==> config.mk <==
export PLATFORM = sky130hd
export DESIGN_NAME = dcls_delay_line
export DESIGN_NICKNAME = d
export VERILOG_FILES = /design/src/rtl/dcls_delay_line.sv
export SDC_FILE = /design/constraint.sdc
export NUM_CORES = 1
export LEC_CHECK = 0
export CAP_MARGIN = 10
export CELL_PAD_IN_SITES_DETAIL_PLACEMENT = 2
export CELL_PAD_IN_SITES_GLOBAL_PLACEMENT = 2
export CORE_ASPECT_RATIO = 0.9
export CORE_UTILIZATION = 37
export CTS_BUF_LIST = sky130_fd_sc_hd__clkbuf_8
export DETAILED_ROUTE_END_ITERATION = 8
export DONT_BUFFER_PORTS = 1
export PLACE_DENSITY = 0.8
export SLEW_MARGIN = 0
export SYNTH_ARGS = -nofsm -noshare
export SYNTH_HDL_FRONTEND = slang
export SYNTH_SLANG_ARGS = --single-unit
==> constraint.sdc <==
create_clock -name clk -period 0.8 [get_ports clk]
set_input_delay 0.16 -clock clk [delete_from_list [all_inputs] [get_ports clk]]
set_output_delay 0.16 -clock clk [all_outputs]
set_load 0.02 [all_outputs]
==> src/rtl/dcls_delay_line.sv <==
`default_nettype none
// dcls_delay_line: DEPTH-stage shift register; valid bits clear on reset or flush, data is never reset.
module dcls_delay_line #(
   parameter int unsigned WIDTH = 32,
   parameter int unsigned DEPTH = 2
) (
   input  logic             clk,
   input  logic             reset,
   input  logic             flush,
   input  logic             in_valid,
   input  logic [WIDTH-1:0] in_data,
   output logic             out_valid,
   output logic [WIDTH-1:0] out_data
);

   logic [DEPTH-1:0] valid_q;
   logic [WIDTH-1:0] data_q [DEPTH];

   always_ff @(posedge clk) begin
      if (!reset || flush) begin
         valid_q <= '0;
      end else begin
         valid_q[0] <= in_valid;
         for (int i = 1; i < DEPTH; i++) begin
            valid_q[i] <= valid_q[i-1];
         end
      end
   end

   // Payload only matters where the matching valid bit is set.
   always_ff @(posedge clk) begin
      data_q[0] <= in_data;
      for (int i = 1; i < DEPTH; i++) begin
         data_q[i] <= data_q[i-1];
      end
   end

   assign out_valid = valid_q[DEPTH-1];
   assign out_data  = data_q[DEPTH-1];

endmodule
`default_nettype wire

## After elaboration in Yosys (flattened, before gate mapping)

Memory sizes are Yosys's and may differ from the RTL's.
Index checks and enable logic that the tools add are counted.

| word-level totals | value |
|---|---|
| flip-flop bits (word level) | 2 |
| bits in writable memories | 64 |
| input port bits | 36 |
| output and inout bits | 33 |
| word-level logic and storage cells | 4 |
| memories kept | 1 |

Memories:

| memory | words | bits a word | rd ports | clocked after memory_dff | write ports | line | source |
|---|---|---|---|---|---|---|---|
| data_q | 2 | 32 | 2 | 0 | 2 | 17 | `logic [WIDTH-1:0] data_q [DEPTH];` |

| operators by class | value |
|---|---|
| reductions and logical operators | 2 |

Operators by type and width:

| cell | number |
|---|---|
| zero test 1 bit | 1 |
| logical OR 1 bit | 1 |

## Depth between registers and ports, before layout

| logic depth | value |
|---|---|
| word-level depth | 2 |
| depth in mapped cells | 1 |
| mapped depth without buffers | 1 |

## Worst setup path after synthesis

No wires, ideal clock.

| timing path | value |
|---|---|
| path kind | reg-to-output |
| from | memory data_q[1][0] (netlist: data_q[0][32]) |
| to | output port out_data[0] |
| arrival | 0.416 ns |
| data required time | 0.640 ns |
| slack | 0.224 ns |
| stages on the path, launching flop included | 2 |
| path buffers | 1 |
| cell sequence | dfxtp_1 > buf_4 |

RTL lines:

| element | line | source |
|---|---|---|
| start: declaration | 17 |  |
| end: declaration | 13 | `output logic [WIDTH-1:0] out_data` |

## Worst setup path after layout

| timing path | value |
|---|---|
| from | register valid_q[1] |
| to | output port out_valid |

RTL lines:

| element | line | source |
|---|---|---|
| start: declaration | 16 | `logic [DEPTH-1:0] valid_q;` |
| start signal: indexed assignment | 25 | `valid_q[i] <= valid_q[i-1];` |
| end: declaration | 12 | `output logic out_valid,` |

No word-level cell between the ends.

==> qor.yml <==
critical_path:
  cp-end-kind: "output port"
  crit_type: "flip-flop to output port"
  crit_fanout: 1
  crit_required_ps: 640
  crit_path_start_kind: "flip-flop"
  worstPathArrival_ps: 700
routing:
  num_vias: 658
  drtPass1Iterations: 6
  ant_nets: 0
  wl_per_cell_um: 14.8
  viasPerCell: 3.94
  drc: 12
  dr.first_iter.drc_count: 14
  routed_wl_mm: 2.47
sta:
  slew_headroom_pct: 93.2
  final.min_clock_period_ps: 863
  skew_ps: 5.11
  report.final.slew_viol_count: 0
  rsz0062_at_grt: "yes"
  final_hold_viol_count: 0
  max_freq_mhz: 1160
  layout_setup_ws_ps: -62.6
  worstMarginPinSlew_ps: 102
  fin_crit_sh_pct: 108
  finalSetupTns_ps: -1810
  finalSetupViolCount: 33
placed_design:
  dp_hpwl_mm: 1.26
  io_buffers: 0
  gp_congestion: 0.618
grt:
  grt_max_degree: 11
  grt_pass1_vias: 765
  grt_antenna_before_repair: 0
  grt_pass1_wl_mm: 3.74
  grt-ovfl-total: 0
  grt_usage_pct: 12.4
synthesis:
  muxShareOfSynthArea_pct: 0
  synthSimpleGateAreaFrac_pct: 1.11
  synth_fa_ha_area_share_pct: 0
  syn_nets: 136
  avgSynthCellArea_um2: 15.8
  synth.distinct_cells: 3
  ys_seq_area_share_pct: 83.7
  synth_cells: 100
  synth_top_family_by_area: "buffers and inverters"
  synth_area_leaders: "dfxtp_1, buf_4, and3b_1"
  synth-xor-area-share_pct: 0
  synth_area_um2: 1580
  ys_warn_count: 0
  synth-seq-cells: 66
  synth_area_leader_cell: "dfxtp_1"
  synth-compound-area-share_pct: 0
  synth_top_area_share_pct: 83.7
cts:
  cts_tree: "done"
  cts.sinks: 66
  path_clk_slew_ps: 60
  cts_setup_buffers: 0
  cts.path.max_buffers: 2
  numCtsBuffers: 9
  root_buffer: "clkbuf_8"
  h-tree-depth: 3
  clk_latency_ps: 320
layout:
  syn_to_final_growth_pct: 31.1
  drive_gt1_share_pct: 38.7
  post-route-util_pct: 50.8
  n_antenna_cell: 0
  layout.nets: 150
floorplanning:
  die_area_um2: 4530
  io_pins: 69
  core_um2: 4070
  die_h_um: 64.0
  start_util_pct: 38.8
  dieWidth_um: 70.9
  core.rowCount: 22
pwr:
  leakage_nw: 0.842
  swShare_pct: 19.9
  intPower_mw: 5.10
  seq_power_share_pct: 56.3
  total_power_mw: 6.37
  power_frac_clock_pct: 41.5
  ir_drop_v: 0.00150
  p_comb_share_pct: 2.2
  p_sw_mw: 1.27
  power_density_nw_per_um2: 3080
flow_run:
  drv_cap: 0
min_path:
  hold_class: "input pin to flip-flop"
status:
  outcome: "finished, violations left"
  violations: "DRC, setup timing"
[power groups by stage]
stage / sequential, mW / combinational, mW / clock (mW)
after floorplan: 3.56 / 0.235 / 0
after CTS: 3.59 / 0.138 / 2.76
after global placement: 3.70 / 0.00292 / 0
after detailed placement: 3.70 / 0.00322 / 0
final: 3.59 / 0.139 / 2.65
after global routing: 3.60 / 0.149 / 2.92
[final cells by class]
cell class | count | area (um^2)
Fill cell | 345 | 2000
Sequential cell | 66 | 1450
Timing Repair Buffer | 35 | 350
Clock buffer | 11 | 151
Tap cell | 48 | 60.1
Clock inverter | 5 | 46.3
Multi-Input combinational cell | 2 | 17.5
[cell usage in the layout, fill, tap and decap left out, drive strengths merged]
cell type    netlist  routed
and3b              2       2
bufinv             0       1
clkbuf             0      11
inv                0       3
dlygate4sd3        0      35
dfxtp             66      66
clkinv             0       1
[per-stage QoR]
step / area (um^2) / hold slack, ps / instances / setup slack (ps)
after floorplan: 1580 / 188 / 100 / 224
after detailed placement: 1400 / 188 / 116 / 218
after global routing: 2070 / 24.5 / 167 / -103
final: 2070 / 49.2 / 167 / -62.6
after CTS: 2070 / 8.40 / 167 / -97.5
after global placement: 1400 / 188 / 116 / 229
[per-layer routing]
metal	GRT usage, %	up-vias	wire [um]	share of wire (%)
met5	0	-	0	0
met4	9.00	0	53	2.1
met3	9.78	8	333	13
met2	20.6	57	1220	50
met1	9.74	292	859	35
li1	-	301	-	-
[synth_stat cells]
cell type  number
and3b_1         2
buf_4          32
dfxtp_1        66
[what timing repair did]
item                                    in CTS  in global routing
endpoints found under the hold margin       34                  0
resized for setup                           66                  0
endpoints found under the setup margin      33                 33
hold buffers                                35                  0
[kinds of logic after synthesis]
kind of cell           Yosys count
AND/OR/NAND/NOR                  2
flip-flops                      66
buffers and inverters           32
[registers in the layout (all words and copies together), names as in the netlist]
signal   flops
valid_q      2
data_q      64
[path summary, 6_finish.rpt]
check / startpoint / end / depth (start not counted) / slack [ps]
worst max-delay path: valid_q[1] / out_valid / 0 / -60
worst min-delay path: flush / valid_q[0] / 1 / 50
worst max register to register: valid_q[0] / valid_q[1] / 1 / 220
worst min register to register: data_q[0][4] / data_q[0][36] / 0 / 320
No activity file was read; power rests on OpenSTA's default activity.
